### config.mk
export PLATFORM = sky130hd
export DESIGN_NAME = data_buffer
export DESIGN_NICKNAME = d
export VERILOG_FILES = /design/src/rtl/usb_buffer_pkg.sv /design/src/rtl/buffer_ram.sv /design/src/rtl/data_buffer.sv
export SDC_FILE = /design/constraint.sdc
export NUM_CORES = 1
export LEC_CHECK = 0
export CAP_MARGIN = 5
export CORE_MARGIN = 1
export CORE_UTILIZATION = 35
export DETAILED_ROUTE_END_ITERATION = 6
export DONT_BUFFER_PORTS = 1
export GPL_ROUTABILITY_DRIVEN = 0
export PLACE_DENSITY = 0.55
export RECOVER_POWER = 25
export SKIP_CTS_REPAIR_TIMING = 1
export SKIP_LAST_GASP = 1
export SLEW_MARGIN = 20
export SYNTH_ARGS = -nofsm -noshare
export SYNTH_HDL_FRONTEND = slang
export SYNTH_SLANG_ARGS = --single-unit
### constraint.sdc
create_clock -name clk -period 9 [get_ports clk]
set_clock_uncertainty 0.15 [all_clocks]
set_input_delay 1.8 -clock clk [delete_from_list [all_inputs] [get_ports clk]]
set_output_delay 1.8 -clock clk [all_outputs]
set_load 0.03 [all_outputs]
### src/rtl/usb_buffer_pkg.sv
// -----------------------------------------------------------------------------
// usb_buffer_pkg
// Shared sizing constants and the push/pop source enumeration for the USB
// endpoint data buffer.
//   DEPTH  : number of byte entries (power of two)
//   ADDR_W : pointer width, log2(DEPTH)
//   CNT_W  : occupancy width, wide enough to hold DEPTH itself
//   src_e  : which side of the buffer a push or pop comes from
// -----------------------------------------------------------------------------
package usb_buffer_pkg;

    localparam int DEPTH  = 64;
    localparam int ADDR_W = 6;
    localparam int CNT_W  = 7;

    typedef enum logic {
        SRC_AHB = 1'b0,
        SRC_USB = 1'b1
    } src_e;

endpackage : usb_buffer_pkg

### src/rtl/buffer_ram.sv
// -----------------------------------------------------------------------------
// buffer_ram
// DEPTH x 8 byte storage for the endpoint buffer. One synchronous write port
// and one asynchronous read port, so the head byte is available in the same
// cycle the read address changes. The array has no reset.
// Ports:
//   clk    in   system clock
//   we     in   write enable, writes wdata at waddr on the rising edge
//   waddr  in   write address
//   wdata  in   write byte
//   raddr  in   read address
//   rdata  out  byte stored at raddr (combinational)
// -----------------------------------------------------------------------------
module buffer_ram
    import usb_buffer_pkg::*;
(
    input  logic              clk,
    input  logic              we,
    input  logic [ADDR_W-1:0] waddr,
    input  logic [7:0]        wdata,
    input  logic [ADDR_W-1:0] raddr,
    output logic [7:0]        rdata
);

    logic [7:0] mem [DEPTH];

    always_ff @(posedge clk) begin
        if (we) begin
            mem[waddr] <= wdata;
        end
    end

    // Asynchronous read keeps the buffer show-ahead.
    assign rdata = mem[raddr];

endmodule : buffer_ram

### src/rtl/data_buffer.sv
// -----------------------------------------------------------------------------
// data_buffer
// 64-byte endpoint FIFO shared by the AHB-lite slave register block and the
// USB RX/TX packet engines. Show-ahead: the head byte is presented
// combinationally on rx_data and tx_packet_data, and a pop strobe consumes it
// at the next rising edge.
// Ports:
//   clk                   in   system clock
//   n_rst                 in   asynchronous active-low reset
//   clear                 in   synchronous flush, wins over push/pop
//   store_tx_data/tx_data in   AHB-side push (higher push priority)
//   get_rx_data           in   AHB-side pop (higher pop priority)
//   store_rx_packet_data/
//   rx_packet_data        in   USB RX-side push
//   get_tx_packet_data    in   USB TX-side pop
//   rx_data               out  head byte, 8'h00 when empty
//   tx_packet_data        out  same head byte for the USB TX engine
//   buffer_occupancy      out  bytes held, 0..DEPTH
//   overflow/underflow    out  sticky error flags, only when the macro
//                              BUFFER_ERR_FLAGS_EN is defined
// -----------------------------------------------------------------------------
module data_buffer
    import usb_buffer_pkg::*;
(
    input  logic             clk,
    input  logic             n_rst,
    input  logic             clear,
    input  logic             store_tx_data,
    input  logic [7:0]       tx_data,
    input  logic             get_rx_data,
    input  logic             store_rx_packet_data,
    input  logic [7:0]       rx_packet_data,
    input  logic             get_tx_packet_data,
    output logic [7:0]       rx_data,
    output logic [7:0]       tx_packet_data,
`ifdef BUFFER_ERR_FLAGS_EN
    output logic             overflow,
    output logic             underflow,
`endif
    output logic [CNT_W-1:0] buffer_occupancy
);

    logic [ADDR_W-1:0] wptr_reg;
    logic [ADDR_W-1:0] rptr_reg;
    logic [CNT_W-1:0]  occ_reg;

    logic       push_req;
    logic       pop_req;
    src_e       push_src;
    logic [7:0] push_byte;
    logic       empty;
    logic       full;
    logic       push_ok;
    logic       pop_ok;
    logic [7:0] ram_rdata;

    // The AHB side wins push arbitration; the USB RX push is dropped.
    assign push_req  = store_tx_data | store_rx_packet_data;
    assign push_src  = store_tx_data ? SRC_AHB : SRC_USB;
    assign push_byte = (push_src == SRC_AHB) ? tx_data : rx_packet_data;

    // Only one pop per cycle regardless of how many strobes are high.
    assign pop_req = get_rx_data | get_tx_packet_data;

    assign empty = (occ_reg == '0);
    assign full  = (occ_reg == CNT_W'(DEPTH));

    // Full blocks a push even if a pop frees a slot in the same cycle;
    // empty blocks a pop even if a push lands in the same cycle.
    assign push_ok = push_req & ~full  & ~clear;
    assign pop_ok  = pop_req  & ~empty & ~clear;

    buffer_ram u_ram (
        .clk   (clk),
        .we    (push_ok),
        .waddr (wptr_reg),
        .wdata (push_byte),
        .raddr (rptr_reg),
        .rdata (ram_rdata)
    );

    always_ff @(posedge clk or negedge n_rst) begin
        if (!n_rst) begin
            wptr_reg <= '0;
            rptr_reg <= '0;
            occ_reg  <= '0;
        end else if (clear) begin
            wptr_reg <= '0;
            rptr_reg <= '0;
            occ_reg  <= '0;
        end else begin
            if (push_ok) begin
                wptr_reg <= wptr_reg + ADDR_W'(1);
            end
            if (pop_ok) begin
                rptr_reg <= rptr_reg + ADDR_W'(1);
            end
            if (push_ok && !pop_ok) begin
                occ_reg <= occ_reg + CNT_W'(1);
            end else if (pop_ok && !push_ok) begin
                occ_reg <= occ_reg - CNT_W'(1);
            end
        end
    end

    // Storage is not reset, so mask the head while empty.
    assign rx_data          = empty ? 8'h00 : ram_rdata;
    assign tx_packet_data   = rx_data;
    assign buffer_occupancy = occ_reg;

`ifdef BUFFER_ERR_FLAGS_EN
    logic overflow_reg;
    logic underflow_reg;
    logic push_dropped;
    logic pop_on_empty;

    // A push is lost when the buffer is full or when it loses arbitration.
    assign push_dropped = (push_req & full) | (store_tx_data & store_rx_packet_data);
    assign pop_on_empty = pop_req & empty;

    always_ff @(posedge clk or negedge n_rst) begin
        if (!n_rst) begin
            overflow_reg  <= 1'b0;
            underflow_reg <= 1'b0;
        end else if (clear) begin
            overflow_reg  <= 1'b0;
            underflow_reg <= 1'b0;
        end else begin
            if (push_dropped) begin
                overflow_reg <= 1'b1;
            end
            if (pop_on_empty) begin
                underflow_reg <= 1'b1;
            end
        end
    end

    assign overflow  = overflow_reg;
    assign underflow = underflow_reg;
`endif

endmodule : data_buffer

* Word-level counts from Yosys, hierarchy flattened
Memories as Yosys holds them, arrays and structs flattened. Cells that the tools add are included.
Operators by class: equality and inequality tests 1, reductions and logical operators 8, multiplexer cells 11, $add $sub $neg 4, bitwise operators 9
Operators by type and width (count):
- $mux 6 | 4
- $mux 7 | 3
- $mux 8 | 2
- $add 6x1->6 const B | 2
- $add 7x1->7 const B | 1
- $eq 7x7->1 const B | 1
- $logic_not 7->1 | 1
- $sub 7x1->7 const B | 1
- $and 1x1->1 | 4
- $reduce_bool 2->1 | 2
- $not 1->1 | 3
- $reduce_bool 3->1 | 1
- $logic_and 1x1->1 | 2
- $logic_not 1->1 | 2
- $mux 1 | 2
- $or 1x1->1 | 2
Word-level totals: RAM bits 512, input bits 23, logic and storage cells 37, memories kept 1, register bits after elaboration 19
Memories:
- u_ram.mem | words 64, bits a word 8, rd ports 1, clocked after Yosys merged registers in 0, write ports 1, line buffer_ram.sv:25 | logic [7:0] mem [DEPTH];

* Depth between registers and ports, before layout
word-level depth 9, depth in mapped cells 14

* Hierarchy
Synthesis repeated with hierarchy kept, for this count alone.
Unflattened totals: cells, all modules 1077, area, all modules 21419.3 sq um
Modules (own cells, without submodules):
- buffer_ram | cells each 932, area each 20006.7 sq um, times used 1
- data_buffer | cells each 145, area each 1412.6 sq um, times used 1

* Worst setup path after synthesis
OpenSTA, ideal clock, no wires.
path kind input to register, from input store_tx_data, to register occ_reg[6], in the netlist buffer_occupancy[6], arrival time 4.273 ns, path buffers 2, cell stages on the path 13, setup time 0.125 ns, setup slack 4.452 ns, path through buf_4 -> nor2_1 -> a31o_2 -> buf_4 -> nor2_1 -> nand2_1 -> ha_1 -> nor2b_1 -> o31a_1 -> o21ai_0 -> a21oi_1 -> a32oi_1 -> mux2_2
Between the ends: longest elaborated chain between the ends 6
Ends and longest elaborated chain:
- start, declared | line data_buffer.sv:28 | input logic store_tx_data,
- $or 1x1->1 (*) | line data_buffer.sv:58 | assign push_req = store_tx_data | store_rx_packet_data;
- $and 1x1->1 (*) (2 in series) | line data_buffer.sv:70 | assign push_ok = push_req & ~full & ~clear;
- $logic_and 1x1->1 or $logic_not 1->1 (tied branches) | line data_buffer.sv:98, data_buffer.sv:100
- $mux 7 or $logic_and 1x1->1 (tied branches) | line data_buffer.sv:98, data_buffer.sv:100
- $mux 7 or $reduce_bool 3->1 (tied branches)
- end signal, assigned | line data_buffer.sv:99 | occ_reg <= occ_reg + CNT_W'(1);
- end signal, assigned | line data_buffer.sv:101 | occ_reg <= occ_reg - CNT_W'(1);
- end, declared | line data_buffer.sv:45 | logic [CNT_W-1:0] occ_reg;
Mark *: on every way between the ends. The rest lies on a longest branch, timed or not. A chain may end at the register's enable or synchronous reset.

* Worst setup path after layout
from register rptr_reg[1], to output tx_packet_data[2]
Between the ends: longest elaborated chain between the ends 2
Ends and longest elaborated chain:
- start, declared | line data_buffer.sv:44 | logic [ADDR_W-1:0] rptr_reg;
- start signal, assigned | line data_buffer.sv:96 | rptr_reg <= rptr_reg + ADDR_W'(1);
- $mem_v2 64x8
- $mux 8 | line data_buffer.sv:107 | assign rx_data = empty ? 8'h00 : ram_rdata;
- end, declared | line data_buffer.sv:35 | output logic [7:0] tx_packet_data,
Every way passes these cells.

==> flow_summary_export.csv <==
group,metric,value,unit
run_status,failing_checks,"max-capacitance violations, max-slew violations",
synthesis,yosys-top-cells-area,"sky130_fd_sc_hd__edfxtp_1 72%, sky130_fd_sc_hd__mux4_2 13%, sky130_fd_sc_hd__dfrtp_1 2.2%",
route,routed_wirelength,49300,um
global_route,grt_start_max_net_pins,81,
pwr,irDropWorstVdd,0.208,mV
worst_setup_path,worst-endpoint-arrival,4.06,ns
sta,worst_slack,2.99,ns
worst_setup_path,ordered_list_of_cells_on_the_worst_path,"buf_12, mux4_2, mux2i_1, a211oi_1, a22o_1",
floorplan,fp.coreArea,59500,um2
synthesis,netlist_instances,1064,
sta,slew_violations,520,
finish,register_name_with_the_most_flops,"u_ram.mem",
sta,setup_viol,0,
worst_setup_path,critical-path-top-delay-family,"compound AO/OA/AOI/OAI gates",
synthesis,synth_top_area_share,72.3,%
synthesis,synth_fp_nets,1096,
floorplan,floorplan.rows,89,
finish,post_layout_nonfiller_instances,1876,
floorplan,die_height,248,um
synthesis,ys_warn_count,0,
sta,setup-tns-final,0,ns
finish,finalNetCount,1101,
global_route,grt_pass1_vias,10610,
synthesis,yosys-top-cells-count,"512 x sky130_fd_sc_hd__edfxtp_1, 127 x sky130_fd_sc_hd__mux4_2, 90 x sky130_fd_sc_hd__nor2_1",
run_status,result_of_the_run,"complete, but fails checks",
sta,grt_setup_unrepaired,"no",
synthesis,synthXorXnorAreaFrac,0.612,%
sta,finalCriticalPeriod,6.01,ns
sta,worst_pin_slew,3.26,ns
finish,largest_reg_flops,512,
floorplan,die_w,248,um
floorplan,start_util,35.7,%
clocking,numClockSinks,531,
clocking,clockRootBuffer,"sky130_fd_sc_hd__clkbuf_16",
global_route,gr-usage-all-layers,16.1,%
placed_design,portBuffers,0,
sta,layout_worst_path_cycle_share,66.7,%
clocking,cts_made_buffers,53,
worst_setup_path,cp_slowest_stage_delay,1.01,ns
worst_setup_path,timing.critical_path.from,"rptr_reg[1]$_DFFE_PN0P_",
synthesis,mappedNetlistArea,21300,um2
synthesis,synth.most_common_cell,"sky130_fd_sc_hd__edfxtp_1",
placed_design,placedCellCount,1787,
synthesis,portion_of_netlist_area_occupied_by_mux_cells,14.8,%
clocking,clk_latency,0.59,ns
route,routed-via-count,10187,
worst_hold_path,hold_path.startpoint,"rptr_reg[4]$_DFFE_PN0P_",
worst_setup_path,cpMaxStageDelayCell,"sky130_fd_sc_hd__dfrtp_4",
synthesis,largest_family_of_logic_cells_by_synthesized_area,"multiplexers",
synthesis,sequential_to_total_area_share_from_yosys_stat,74.6,%
route,via_per_inst,5.43,
synthesis,synth_cell_types,57,
synthesis,synth_adder_area_share,0.565,%
route,drt_iter0_drc,835,
placed_design,hpwl,29300,um
synthesis,synth_area_leader_cell,"sky130_fd_sc_hd__edfxtp_1",
synthesis,postSynth.asyncResetShare,3.58,%
route,drtAntennaViolNets,0,
worst_setup_path,r2r-start,"buffer_occupancy[2]$_DFFE_PN0P_",
worst_setup_path,critPathBufInv,1,
global_route,grt_pass1_wl,73300,um
sta,timing.slew.headroom,-118,%
sta,finalHoldViolCount,0,
worst_setup_path,critical_path.max_fanout,80,
finish,final_util,39.4,%
clocking,cts_tree,"done",
clocking,htreeDepth,2,
sta,max_freq,167,MHz
floorplan,boundaryPins,46,
synthesis,syn_area_per_cell,20.0,um2
finish,share_of_cells_above_drive_strength_1,20.1,%
pwr,leakagePower,7.01,nW
floorplan,dieArea,61700,um2
clocking,path_clk_slew,0.06,ns
synthesis,dominantRegCellSynth,"sky130_fd_sc_hd__edfxtp_1",
worst_setup_path,critPathKind,"flop to output port",
global_route,grt-ovfl-total,0,
global_route,antenna_found_initial,2,
placed_design,placement_stage_worst_setup_slack,3.57,ns
synthesis,synth-simple-area-share,3.67,%
finish,fillerInstances,5329,
flow_run,maxCapViolations,8,
route,routed_wire_length_per_instance,26.3,um
route,first_pass_iters,5,
clocking,cts_buffer_depth,3,
finish,n_antenna_cell,0,
worst_setup_path,crit_path_start_kind,"flop",
synthesis,synth_enable_flop_cells,512,
pwr,totalPowerFinal,6.44,mW
finish,area_growth,10.3,%
pwr,power_density,275,nW/um2
synthesis,synth.ff_latch_count,531,
route,route.detailed.drc,0,
worst_setup_path,worst_ep_required_time,7.05,ns
worst_setup_path,worst_setup_path_end_kind,"output port",
synthesis,synth-compound-area-share,3.52,%
worst_hold_path,hold_class,"flop to flop",
-- worst paths after layout --
path | depth (start not counted) | endpoint | slack [ns]
max | 5 | tx_packet_data[2] | 2.99
max reg2reg | 11 | buffer_occupancy[6]$_DFFE_PN0P_ | 5.05
min | 2 | rptr_reg[4]$_DFFE_PN0P_ | 0.42
min in group asynchronous | 0 | buffer_occupancy[2]$_DFFE_PN0P_ | 0.75
min reg2reg | 2 | rptr_reg[4]$_DFFE_PN0P_ | 0.42
max in group asynchronous | 0 | rptr_reg[2]$_DFFE_PN0P_ | 7.87
-- cell usage in the layout (no fill, tap or decap), types with 10 or more instances in the layout --
master,count
sky130_fd_sc_hd__edfxtp_1,512
sky130_fd_sc_hd__mux4_2,127
sky130_fd_sc_hd__nor2_1,90
sky130_fd_sc_hd__clkbuf_16,53
sky130_fd_sc_hd__nand2_1,27
sky130_fd_sc_hd__a22oi_1,24
sky130_fd_sc_hd__clkbuf_1,22
sky130_fd_sc_hd__a21oi_1,20
sky130_fd_sc_hd__o22ai_1,17
sky130_fd_sc_hd__dfrtp_1,16
sky130_fd_sc_hd__clkinv_1,15
sky130_fd_sc_hd__mux2i_1,13
sky130_fd_sc_hd__buf_4,10
-- kinds of logic after synthesis --
kind of cell             count (synthesis)
flip-flops                             531
AND/OR/NAND/NOR                        170
multiplexers                           152
AO/OA/AOI/OAI                          110
buffers and inverters                   78
XOR/XNOR                                14
adder cells (fa/ha/maj)                  9
-- metal layers --
layer	GRT usage (%)	vias up	wire length, um
met5	0	-	13
met4	5.59	2	1460
met3	2.42	91	2470
met2	25.7	310	23600
met1	22.6	5422	21800
li1	-	4362	-
-- stage by stage --
step	instance area (um2)	hold WS (ns)
2_1_floorplan	21300	0.373
3_5_place_dp	22000	0.392
5_1_grt	23500	0.474
3_3_place_gp	22000	0.375
4_1_cts	23500	0.430
6_report	23500	0.419
-- final cells by class --
cell class / instances / area (um2) / area share (%)
Clock buffer: 67 / 1380 / 5.88
Clock inverter: 22 / 144 / 0.613
Inverter: 5 / 18.8 / 0.0800
Multi-Input combinational cell: 455 / 4910 / 20.9
Sequential cell: 531 / 15900 / 67.6
Tap cell: 773 / 967 / 4.12
Timing Repair Buffer: 23 / 179 / 0.763
-- power breakdown --
group,internal [mW],switching [mW]
clock,1.13,0.888
sequential,2.77,0.175
combinational,0.659,0.819
-- worst register-to-register path: stages, from the launching register on --
cell                      delay (ns)
sky130_fd_sc_hd__dfrtp_1        0.55
sky130_fd_sc_hd__nor4_2         0.50
sky130_fd_sc_hd__nand3_1        0.31
sky130_fd_sc_hd__o21ai_0        0.29
sky130_fd_sc_hd__nand2_1        0.31
sky130_fd_sc_hd__ha_1           0.40
sky130_fd_sc_hd__nor2b_1        0.17
sky130_fd_sc_hd__o31a_1         0.26
sky130_fd_sc_hd__o21ai_0        0.24
sky130_fd_sc_hd__a21oi_1        0.11
sky130_fd_sc_hd__a32oi_1        0.19
sky130_fd_sc_hd__mux2_2         0.35
No activity file was read; power rests on OpenSTA's default activity.
